**config.mk**
```make
export PLATFORM = sky130hd
export DESIGN_NAME = ro_slot_sched
export DESIGN_NICKNAME = d
export VERILOG_FILES = /design/src/rtl/ro_slot_sched_pkg.sv /design/src/rtl/ro_slot_decode.sv /design/src/rtl/ro_slot_sched.sv
export SDC_FILE = /design/constraint.sdc
export NUM_CORES = 1
export LEC_CHECK = 0
export ABC_AREA = 1
export CAP_MARGIN = 20
export CORE_MARGIN = 1.5
export CORE_UTILIZATION = 47
export CTS_BUF_LIST = sky130_fd_sc_hd__clkbuf_4 sky130_fd_sc_hd__clkbuf_8
export CTS_CLUSTER_DIAMETER = 50
export CTS_CLUSTER_SIZE = 28
export DETAILED_ROUTE_END_ITERATION = 8
export HOLD_SLACK_MARGIN = 0.06
export PLACE_DENSITY = 0.87
export SLEW_MARGIN = 20
export SYNTH_ARGS = -nofsm -noshare
export SYNTH_HDL_FRONTEND = slang
export SYNTH_HIERARCHICAL = 1
export SYNTH_SLANG_ARGS = --single-unit
```
**constraint.sdc**
```tcl
create_clock -name clk_master -period 2.1 [get_ports clk_master]
set_input_delay 0.42 -clock clk_master [delete_from_list [all_inputs] [get_ports clk_master]]
set_output_delay 0.42 -clock clk_master [all_outputs]
set_load 0.01 [all_outputs]
```
**src/rtl/ro_slot_sched_pkg.sv**
```systemverilog
// Shared types and helpers for the readout slot scheduler.
// Holds FSM encoding, default sizes and the slot-owner function.
package ro_slot_sched_pkg;

  localparam int N_CH_DEF = 4;
  localparam int CHW_DEF  = 2;

  typedef enum logic [1:0] {
    S_IDLE  = 2'd0,
    S_RUN   = 2'd1,
    S_DRAIN = 2'd2
  } state_e;

  // Owner of slot c is ctz(c+1); the result n marks the idle slot.
  function automatic logic [31:0] slot_owner(
    input logic [31:0] c,
    input logic [31:0] n
  );
    logic [31:0] nxt;
    logic [31:0] r;
    nxt = c + 32'd1;
    r   = n;
    for (int i = 31; i >= 0; i--) begin
      if (unsigned'(i) < n && nxt[i]) r = unsigned'(i);
    end
    return r;
  endfunction

endpackage

```
**src/rtl/ro_slot_decode.sv**
```systemverilog
// Maps a slot counter value and channel mask to a one-hot grant.
// Ports: cnt_i/mask_i in; grant_o, owner_o, valid_o out (comb).
module ro_slot_decode
  import ro_slot_sched_pkg::*;
#(
  parameter int N_CH = N_CH_DEF,
  parameter int CHW  = CHW_DEF
) (
  input  logic [N_CH-1:0] cnt_i,
  input  logic [N_CH-1:0] mask_i,
  output logic [N_CH-1:0] grant_o,
  output logic [CHW-1:0]  owner_o,
  output logic            valid_o
);

  logic [31:0]    own;
  logic           idle;
  logic [CHW-1:0] own_c;

  always_comb begin
    own     = slot_owner(32'(cnt_i), 32'(N_CH));
    idle    = (own == 32'(N_CH));
    own_c   = own[CHW-1:0];
    valid_o = !idle && mask_i[own_c];
    grant_o = '0;
    owner_o = '0;
    if (valid_o) begin
      grant_o[own_c] = 1'b1;
      owner_o        = own_c;
    end
  end

endmodule

```
**src/rtl/ro_slot_sched.sv**
```systemverilog
// Gray-order readout scheduler sharing one output pair across N_CH
// channels. Ports: clk_master, rst, en, ch_mask, in_eve, in_pol_eve
// in; grant, out_eve, out_pol_eve, out_valid, out_ch, frame_start,
// busy out (all registered).
module ro_slot_sched
  import ro_slot_sched_pkg::*;
#(
  parameter int N_CH = N_CH_DEF,
  parameter int CHW  = CHW_DEF
) (
  input  logic            clk_master,
  input  logic            rst,
  input  logic            en,
  input  logic [N_CH-1:0] ch_mask,
  input  logic [N_CH-1:0] in_eve,
  input  logic [N_CH-1:0] in_pol_eve,
  output logic [N_CH-1:0] grant,
  output logic            out_eve,
  output logic            out_pol_eve,
  output logic            out_valid,
  output logic [CHW-1:0]  out_ch,
  output logic            frame_start,
  output logic            busy
);

  localparam logic [N_CH-1:0] LAST = '1;

  state_e          state_q, state_d;
  logic [N_CH-1:0] cnt_q, cnt_d;
  logic [N_CH-1:0] mask_q, mask_d;
  logic            start_d;
  logic            in_frame_d;

  logic [N_CH-1:0] grant_q;
  logic [CHW-1:0]  own_q;
  logic            eve_q, pol_q, valid_q;
  logic [CHW-1:0]  ch_q;
  logic            start_q, busy_q;

  logic [N_CH-1:0] g_nx;
  logic [CHW-1:0]  o_nx;
  logic            v_nx;

  always_comb begin
    state_d = state_q;
    cnt_d   = cnt_q;
    mask_d  = mask_q;
    start_d = 1'b0;
    unique case (state_q)
      S_IDLE: begin
        if (en) begin
          state_d = S_RUN;
          cnt_d   = '0;
          mask_d  = ch_mask;
          start_d = 1'b1;
        end
      end
      S_RUN: begin
        cnt_d = cnt_q + 1'b1;
        if (cnt_q == LAST) begin
          if (en) begin
            mask_d  = ch_mask;
            start_d = 1'b1;
          end else begin
            state_d = S_IDLE;
          end
        end else if (!en) begin
          state_d = S_DRAIN;
        end
      end
      S_DRAIN: begin
        cnt_d = cnt_q + 1'b1;
        if (cnt_q == LAST) state_d = S_IDLE;
      end
      default: begin
        state_d = S_IDLE;
        cnt_d   = '0;
      end
    endcase
    in_frame_d = (state_d != S_IDLE);
  end

  // Grant for the upcoming cycle is decoded from next-state values
  // so it can be registered and still line up with frame cycle c.
  ro_slot_decode #(
    .N_CH (N_CH),
    .CHW  (CHW)
  ) u_dec (
    .cnt_i   (cnt_d),
    .mask_i  (mask_d),
    .grant_o (g_nx),
    .owner_o (o_nx),
    .valid_o (v_nx)
  );

  always_ff @(posedge clk_master) begin
    if (rst) begin
      state_q <= S_IDLE;
      cnt_q   <= '0;
      mask_q  <= '0;
      grant_q <= '0;
      own_q   <= '0;
      eve_q   <= 1'b0;
      pol_q   <= 1'b0;
      valid_q <= 1'b0;
      ch_q    <= '0;
      start_q <= 1'b0;
      busy_q  <= 1'b0;
    end else begin
      state_q <= state_d;
      cnt_q   <= cnt_d;
      mask_q  <= mask_d;
      grant_q <= (in_frame_d && v_nx) ? g_nx : '0;
      own_q   <= (in_frame_d && v_nx) ? o_nx : '0;
      valid_q <= |grant_q;
      ch_q    <= own_q;
      eve_q   <= (|grant_q) & in_eve[own_q];
      pol_q   <= (|grant_q) & in_pol_eve[own_q];
      start_q <= start_d;
      busy_q  <= in_frame_d;
    end
  end

  assign grant       = grant_q;
  assign out_eve     = eve_q;
  assign out_pol_eve = pol_q;
  assign out_valid   = valid_q;
  assign out_ch      = ch_q;
  assign frame_start = start_q;
  assign busy        = busy_q;

endmodule

```
# Word-level counts from Yosys, hierarchy flattened
# Cells that the tools add are included.
# totals
ff_bits,23
input_bits,15
# classes
addsub,2
n_lt_le_gt_ge,3
eq_ne,4
n_mux,26
bitwise_logic,4
reduce_logical,9
# ops
cell,count
$mux W32,3
$eq A32 B3 Y1 const B,1
$pmux W4 S2,2
$mux W4,3
$mux W2,5
$add A4 B1 Y4 const B,2
$bmux W1 S2,3
$lt A2 B3 Y1 const B,2
$mux W1,6
$pmux W2 S3,1
$eq A4 B4 Y1 const B,1
$reduce_or A4 Y1,1
$logic_and A1 B1 Y1,3
$mux W3,1
$reduce_or A3 Y1,1
$and A1 B1 Y1,2
$demux W1 S2,1
$eq A2 B1 Y1 const B,1
$eq A2 B2 Y1 const B,1
$ge A2 B1 Y1 const B,1
$logic_not A2 Y1,1
$not A1 Y1,2
$pmux W1 S2,1
$reduce_bool A2 Y1,1
other kinds (2),2

# Logic depth before layout (Yosys ltp)
# Gate-level depths: netlist of run 1.
# depth
word_depth,14
mapped_depth,20
ltp_nobuf,20

# Hierarchy
# Netlist of run 1, hierarchy kept.
# by_module_without_submodules
mod,instances,cells_each,area_per_inst_um2
ro_slot_sched,1,134,1076.0
ro_slot_decode,1,37,203.9

# Worst setup path after synthesis of run 1
# OpenSTA, ideal clock, no wires.
# synth_path
path_type,reg-to-reg
startpoint,register state_q[1]
endpoint,register own_q[0]
setup_ns,0.064
arrival_time_ns,2.256
setup_slack_ns,-0.220
stages_incl_launch_ff,17
path_buffers,0
period_less_slack_ns,2.320
cell_sequence,dfxtp_1 inv_1 ha_1 inv_1 nor2_2 inv_1 a211oi_2 ha_1 nor2_4 nand4_2 nand2_2 nor2_2 nand2_1 nand2_2 inv_1 nand2_4 nor2_1
# synth_between
elab_chain_cells,14
word_cells_on_any_way,27
classes_between,1 x add/sub; 3 x eq/ne; 14 x mux; 2 x bitwise; 7 x reduce/logical
# synth_rtl
item,line,rtl
start: declaration,ro_slot_sched.sv:28,"state_e state_q, state_d;"
start signal: assignment,ro_slot_sched.sv:110,state_q <= state_d;
$eq A2 B2 Y1 or $eq A2 B1 Y1 (tied branches),ro_slot_sched.sv:49,unique case (state_q)
$reduce_or A2 Y1 (no line),--,
$pmux W4 S2 (*),ro_slot_sched.sv:49,
via cnt_d[0],ro_slot_sched.sv:29,"logic [N_CH-1:0] cnt_q, cnt_d;"
$add A4 B1 Y4 (*),ro_slot_sched_pkg.sv:21,nxt = c + 32'd1;
$mux W3,ro_slot_sched_pkg.sv:24,if (unsigned'(i) < n && nxt[i]) r = unsigned'(i);
$mux W32 (2 in series),ro_slot_sched_pkg.sv:24,
$mux W32 (*),ro_slot_sched_pkg.sv:24,
$eq A32 B3 Y1 or $bmux W1 S2 (tied branches),"ro_slot_decode.sv:22, ro_slot_decode.sv:24",
$logic_not A1 Y1 or $mux W1 (tied branches),ro_slot_decode.sv:24,valid_o = !idle && mask_i[own_c];
$logic_and A1 B1 Y1 (*),ro_slot_decode.sv:24,
via v_nx,ro_slot_sched.sv:42,logic v_nx;
$logic_and A1 B1 Y1,ro_slot_sched.sv:114,own_q <= (in_frame_d && v_nx) ? o_nx : '0;
$not A1 Y1 (no line),--,
$reduce_or A3 Y1 (no line) (*),--,
end signal: assignment,ro_slot_sched.sv:114,
end: declaration,ro_slot_sched.sv:35,logic [CHW-1:0] own_q;
# Mark *: on every way through the listed nets, which the timed path passes. The rest lies on a longest branch. The select of a mux whose other input is x is not followed.
# A chain may end at the register's enable or synchronous reset.

# Final worst setup path of run 1
# layout_path
startpoint,register state_q[1]
endpoint,"register grant_q[2], in the netlist grant[2]"
# layout_between
elab_chain_cells,14
word_cells_on_any_way,32
classes_between,1 x add/sub; 2 x order compare; 3 x eq/ne; 16 x mux; 2 x bitwise; 8 x reduce/logical
# layout_rtl
item,line,rtl
$eq A2 B2 Y1 or $eq A2 B1 Y1 (tied branches),ro_slot_sched.sv:49,
$reduce_or A2 Y1 (no line),--,
$pmux W4 S2 (*),ro_slot_sched.sv:49,
via cnt_d[0],ro_slot_sched.sv:29,
$add A4 B1 Y4 (*),ro_slot_sched_pkg.sv:21,
$mux W3,ro_slot_sched_pkg.sv:24,
$mux W32 (2 in series),ro_slot_sched_pkg.sv:24,
$mux W32 (*),ro_slot_sched_pkg.sv:24,
$eq A32 B3 Y1 or $bmux W1 S2 (tied branches),"ro_slot_decode.sv:22, ro_slot_decode.sv:24",
$logic_not A1 Y1 or $mux W1 (tied branches),ro_slot_decode.sv:24,
$logic_and A1 B1 Y1 (*),ro_slot_decode.sv:24,
via v_nx,ro_slot_sched.sv:42,
$logic_and A1 B1 Y1,ro_slot_sched.sv:113,grant_q <= (in_frame_d && v_nx) ? g_nx : '0;
$not A1 Y1 (no line),--,
$reduce_or A3 Y1 (no line) (*),--,
end signal: assignment,ro_slot_sched.sv:113,
end: declaration,ro_slot_sched.sv:34,logic [N_CH-1:0] grant_q;
# Marked as above.

==> flow_summary_export.csv, run 1 <==
group,metric,value,unit
yosys,synth_top_family_by_area,"simple AND/OR/NAND/NOR gates",
setup_path,cp.required,2.32,ns
yosys,synthMuxAreaShare,0,
yosys,synth_area_per_cell,7.49,um2
clock_network,clk_pin_slew,0.14,ns
yosys,yosysUniqueCellTypes,30,
cells_and_area,layout-drive-gt1-share,0.397,
outcome,outcome,"finished with violations",
yosys,synth_cells,171,
cells_and_area,fin_nets,254,
yosys,syn_area,1280,um2
yosys,synthXorXnorAreaFrac,0.00684,
clock_network,clk_latency,0.32,ns
setup_path,critPathBufInv,6,
power,p_leak,0.917,nW
power,ir_drop,0.430,mV
floorplan,die_y,55.2,um
sta,rsz0062_at_grt,"yes",
global_route,grt_max_degree,14,
floorplan,fp.coreArea,2520,um2
drt,avgViaCountPerCell,4.89,
global_route,use_met1,0.275,
yosys,yosys_register_bits,23,
placed_design,hpwl,2570,um
sta,period_share,1.08,
global_route,antenna_found_initial,0,
sta,finClkSkew,0.0131,ns
clock_network,clock_sinks,23,
cells_and_area,fill_cells,155,
drt,antenna_left,0,
global_route,gr-usage-all-layers,0.241,
global_route,grt_util_met2,0.454,
clock_network,htreeDepth,1,
run,max-cap-violations,0,
sta,setup_ws,-0.165,ns
setup_path,cp-start-kind,"register",
clock_network,cts_tree,"built",
sta,hold_viol,0,
cells_and_area,final_area,1940,um2
placed_design,port_buffers,25,
clock_network,ctsHoldBuffers,0,
min_path,hold_path.class,"register to register",
placed_design,gp_congestion,0.868,
power,p_per_area,662,nW/um2
clock_network,root_buffer,"clkbuf_4",
sta,holdWs,0.548,ns
sta,clock.fmax,442,MHz
placed_design,dpl-instance-area,1810,um2
drt,route.detailed.drc,0,
setup_path,critPathArrivalTime,2.48,ns
floorplan,rows,18,
setup_path,worstPathMaxFanout,6,
drt,routedWlPerCell,13.1,um
outcome,violations,"negative setup slack",
cells_and_area,fin_util,0.768,
cells_and_area,diodes,0,
placed_design,dp_slack,-0.470,ns
setup_path,slowest_stage,"dfxtp_2",
setup_path,worstPathCellList,"inv_2, ha_4, inv_4, nor2_4, inv_2, a211oi_4, buf_6, nand4_1, buf_4, nand3_2, nand2_2, nand3_2, nand2_2, nand2_2, inv_2, nand2_4, nor2_1",
clock_network,cts_buffers,3,
yosys,ys_seq_area_frac,0.360,
global_route,grt_remaining_overflow,0,
clock_network,max-clock-path-buffers,2,
cells_and_area,layout_commonest_cell,"buf_4",
drt,drt_wl_total,3440,um
cells_and_area,area_delta_synth_final,51.3,%
setup_path,max_stage_delay,0.36,ns
yosys,synth_compound_area_frac,0.103,
global_route,busiest_layer,"met2",
floorplan,io_pins,26,
floorplan,dieArea,3050,um2
global_route,grtUsageMet3,0.0134,
yosys,synth_fp_nets,192,
sta,finalMaxSlewViolations,0,
drt,firstDrtPassIters,4,
drt,drt_iter0_drc,26,
sta,setup_viol,6,
sta,slew-limit-headroom,0.792,
drt,vias,1282,
global_route,grt_pass1_wl,5200,um
yosys,synth-simple-area-share,0.348,
global_route,grt_pass1_vias,1225,
cells_and_area,instances_no_fill,262,
setup_path,cp_top_family,"simple AND/OR/NAND/NOR gates",
setup_path,criticalPathCategory,"register to register",
sta,tightestPinTransition,0.312,ns
yosys,synthAdderAreaFrac,0.0587,
yosys,yosysWarnings,6,
placed_design,placed_cells,252,
sta,min_period,2.26,ns
cells_and_area,final_cell_mix,"32 x buf_4, 31 x inv_1, 24 x clkdlybuf4s50_1",
floorplan,die_x,55.2,um
setup_path,cp-end-kind,"register",
floorplan,start_util,0.507,
-- worst register-to-register path, stage by stage, from the launching register on --
cell and delay, ns:
dfxtp_2 0.36, inv_2 0.08, ha_4 0.16, inv_4 0.04
nor2_4 0.15, inv_2 0.06, a211oi_4 0.31, buf_6 0.17
nand4_1 0.14, buf_4 0.20, nand3_2 0.06, nand2_2 0.06
nand3_2 0.07, nand2_2 0.06, nand2_2 0.08, inv_2 0.05
nand2_4 0.08, nor2_1 0.05
-- cell type report --
class / count / area (um2) / area share
Clock buffer: 3 / 22.5 / 0.0116
Tap cell: 30 / 37.5 / 0.0194
Sequential cell: 23 / 463 / 0.239
Inverter: 41 / 156 / 0.0807
Timing Repair Buffer: 58 / 500 / 0.258
Multi-Input combinational cell: 106 / 752 / 0.388
Clock inverter: 1 / 5.00 / 0.00258
-- kinds of logic after synthesis --
kind of cell,after synthesis
AND/OR/NAND/NOR,83
buffers and inverters,42
flip-flops,23
AO/OA/AOI/OAI,16
adder cells (fa/ha/maj),6
XOR/XNOR,1
-- metrics by stage --
stage               total power, mW  TNS (ns)
floorplan                     0.807   -0.0794
global placement              0.998     -1.82
detailed placement             1.03     -2.79
CTS                            1.25    -0.435
global route                   1.35     -1.73
finish                         1.28    -0.939
-- metal layers --
metal,up-vias,wire [um]
li1,654,-
met1,593,1450
met2,24,1790
met3,11,84
met4,0,115
met5,-,0
-- registers in the layout (all words and copies together) (netlist names) --
signal	count
out_eve	1
frame_start	1
out_valid	1
busy	1
grant	4
out_pol_eve	1
cnt_q	4
state_q	2
own_q	2
out_ch	2
mask_q	4
-- cell usage after synthesis, drive strengths merged --
cell / n / area [um2]
nand4: 6 / 43.8
buf: 1 / 5.00
and3: 1 / 7.51
a31o: 1 / 8.76
and2: 2 / 12.5
dfxtp: 23 / 460
o22ai: 4 / 50.1
a211oi: 1 / 12.5
nand2: 29 / 149
or2: 1 / 6.26
a21oi: 4 / 23.8
nor4: 1 / 6.26
ha: 6 / 75.1
a21boi: 1 / 7.51
xor2: 1 / 8.76
inv: 41 / 154
nor3: 1 / 5.00
o21ai: 4 / 20.0
nor2: 28 / 128
a22o: 1 / 8.76
nand3: 14 / 87.6
-- repair_timing --
action / CTS / global route
resized for setup: 10 / 6
pin swaps: 14 / 9
setup buffers: 5 / 1
endpoints found under the setup margin: 6 / 6
endpoints found under the hold margin: 0 / 0
-- worst paths after layout --
| check | from | end | slack, ns | cells past startpoint |
|---|---|---|---|---|
| worst max-delay path | state_q[1] | grant[2] | -0.16 | 17 |
| worst min-delay path | own_q[1] | out_ch[1] | 0.55 | 2 |
| worst max register to register | state_q[1] | grant[2] | -0.16 | 17 |
| worst min register to register | own_q[1] | out_ch[1] | 0.55 | 2 |
-- power breakdown --
part           switching (mW)  internal (mW)  leakage, nW  total [mW]
Combinational           0.306          0.289        0.712       0.595
Sequential             0.0134          0.466        0.188       0.479
Clock                   0.136         0.0712       0.0177       0.208
Total                   0.455          0.827        0.917        1.28
Note: power is estimated with default switching activity, not from simulation.
==> run 2: changes to the inputs <==
--- a/config.mk
+++ b/config.mk
@@ -15,6 +15,7 @@
 export DETAILED_ROUTE_END_ITERATION = 8
 export HOLD_SLACK_MARGIN = 0.06
 export PLACE_DENSITY = 0.87
+export REMOVE_ABC_BUFFERS = 1
 export SLEW_MARGIN = 20
 export SYNTH_ARGS = -nofsm -noshare
 export SYNTH_HDL_FRONTEND = slang
==> flow_summary_export.csv, run 2 (synthesized netlist as in run 1, its figures left out) <==
group,metric,value,unit
drt,antenna_left,0,
setup_path,cp-start-kind,"register",
cells_and_area,final_cell_mix,"37 x buf_4, 28 x inv_1, 24 x clkdlybuf4s50_1",
clock_network,clk_latency,0.32,ns
sta,slew-limit-headroom,0.759,
clock_network,cts_buffers,3,
sta,timing.setup.tns,-1.14,ns
floorplan,rows,18,
global_route,grt_pass1_vias,1255,
cells_and_area,fin_nets,260,
floorplan,die_y,55.2,um
setup_path,cp-end-kind,"register",
drt,route.detailed.drc,0,
power,p_sw,0.533,mW
clock_network,clock_sinks,23,
drt,avgViaCountPerCell,5.20,
global_route,grt_max_degree,14,
clock_network,ctsHoldBuffers,0,
power,p_leak,0.948,nW
cells_and_area,area_delta_synth_final,58.7,%
placed_design,dp_slack,-0.529,ns
setup_path,cp.required,2.34,ns
sta,finalMaxSlewViolations,0,
cells_and_area,layout-drive-gt1-share,0.450,
outcome,violations,"negative setup slack",
power,ir_drop,0.526,mV
setup_path,max_stage_delay,0.36,ns
placed_design,gp_congestion,0.847,
sta,hold_viol,0,
setup_path,r2r_cells,14,
global_route,antenna_found_initial,0,
drt,routedWlPerCell,14.6,um
outcome,outcome,"finished with violations",
power,netSwitchingFraction,0.380,
floorplan,start_util,0.507,
clock_network,htreeDepth,1,
power,p_comb_frac,0.500,
placed_design,port_buffers,25,
clock_network,cts_tree,"built",
sta,setup_ws,-0.203,ns
global_route,grt_pass1_wl,5390,um
sta,tightestPinTransition,0.362,ns
setup_path,critPathArrivalTime,2.54,ns
sta,setup_viol,6,
sta,rsz0062_at_grt,"yes",
min_path,min_path_cells,2,
power,power.share.sequential,0.343,
global_route,gr-usage-all-layers,0.248,
power,power.share.clock,0.157,
sta,min_period,2.30,ns
drt,drt_iter0_drc,57,
setup_path,worstPathMaxFanout,6,
drt,drt_wl_total,3910,um
sta,clock.fmax,434,MHz
clock_network,max-clock-path-buffers,2,
setup_path,worstPathCellList,"inv_2, ha_4, buf_4, a22o_1, inv_2, nor2_4, ha_4, nor2_4, buf_4, nand4_1, nand2_4, inv_4, nand2_8, nor2_1",
clock_network,root_buffer,"clkbuf_4",
power,p_per_area,690,nW/um2
drt,vias,1393,
run,max-cap-violations,0,
setup_path,criticalPathCategory,"register to register",
cells_and_area,diodes,0,
floorplan,fp.coreArea,2520,um2
setup_path,slowest_stage,"dfxtp_2",
placed_design,hpwl,2230,um
clock_network,clk_pin_slew,0.14,ns
sta,finClkSkew,0.00900,ns
floorplan,die_x,55.2,um
drt,firstDrtPassIters,4,
sta,period_share,1.10,
min_path,hold_path.class,"register to register",
sta,holdWs,0.508,ns
floorplan,io_pins,26,
power,power.internal,0.869,mW
cells_and_area,layout_commonest_cell,"buf_4",
global_route,grt_remaining_overflow,0,
floorplan,dieArea,3050,um2
run 2: timing repair:
| action | 4_1_cts | 5_1_grt |
|---|---|---|
| resized for setup | 23 | 22 |
| buffers inserted | 7 | 7 |
| pin swaps | 14 | 20 |
| setup endpoints to repair | 6 | 6 |
run 2: worst paths after layout:
| kind | from | end | slack, ns |
|---|---|---|---|
| min | own_q[1] | out_ch[1] | 0.51 |
| min reg2reg | own_q[1] | out_ch[1] | 0.51 |
| max | state_q[1] | own_q[1] | -0.20 |
| max reg2reg | state_q[1] | own_q[1] | -0.20 |
run 2: worst max-delay path: cells and delay by family, from the launching register on:
family	cells	cell delay, ns
DFF	1	0.36
AOI/OAI and AO/OA	1	0.23
adders and majority gates	2	0.47
buffers and inverters	5	0.47
and+or+nand+nor	6	0.69
run 2: metal layers:
layer  share of wire  up-vias  GRT usage
met5               0        -          0
met4           0.016        0     0.0813
met3           0.075        6     0.0269
met2            0.50       76      0.462
met1            0.41      642      0.292
li1                -      669          -
run 2: power groups by stage:
stage / clock network (mW) / registers (mW) / logic [mW]
6_report: 0.220 / 0.480 / 0.701
3_5_place_dp: 0 / 0.486 / 0.478
5_1_grt: 0.238 / 0.483 / 0.743
4_1_cts: 0.213 / 0.478 / 0.581
3_3_place_gp: 0 / 0.485 / 0.461
2_1_floorplan: 0 / 0.493 / 0.266
run 2: through the flow:
step,utilization,instances,area [um2],total power [mW]
floorplan,-,170,1270,0.759
global placement,0.694,250,1750,0.946
detailed placement,0.694,250,1750,0.963
CTS,0.760,261,1920,1.27
global route,0.805,268,2030,1.46
finish,0.805,268,2030,1.40
run 2: area by class of cell:
| class | instances | area (um2) |
|---|---|---|
| multi-input cells | 106 | 793 |
| clock inverters | 1 | 5.00 |
| inverters | 41 | 156 |
| clock buffers | 3 | 22.5 |
| well taps | 30 | 37.5 |
| repair buffers | 64 | 553 |
| flip-flops and latches | 23 | 463 |
| fillers | 137 | 492 |
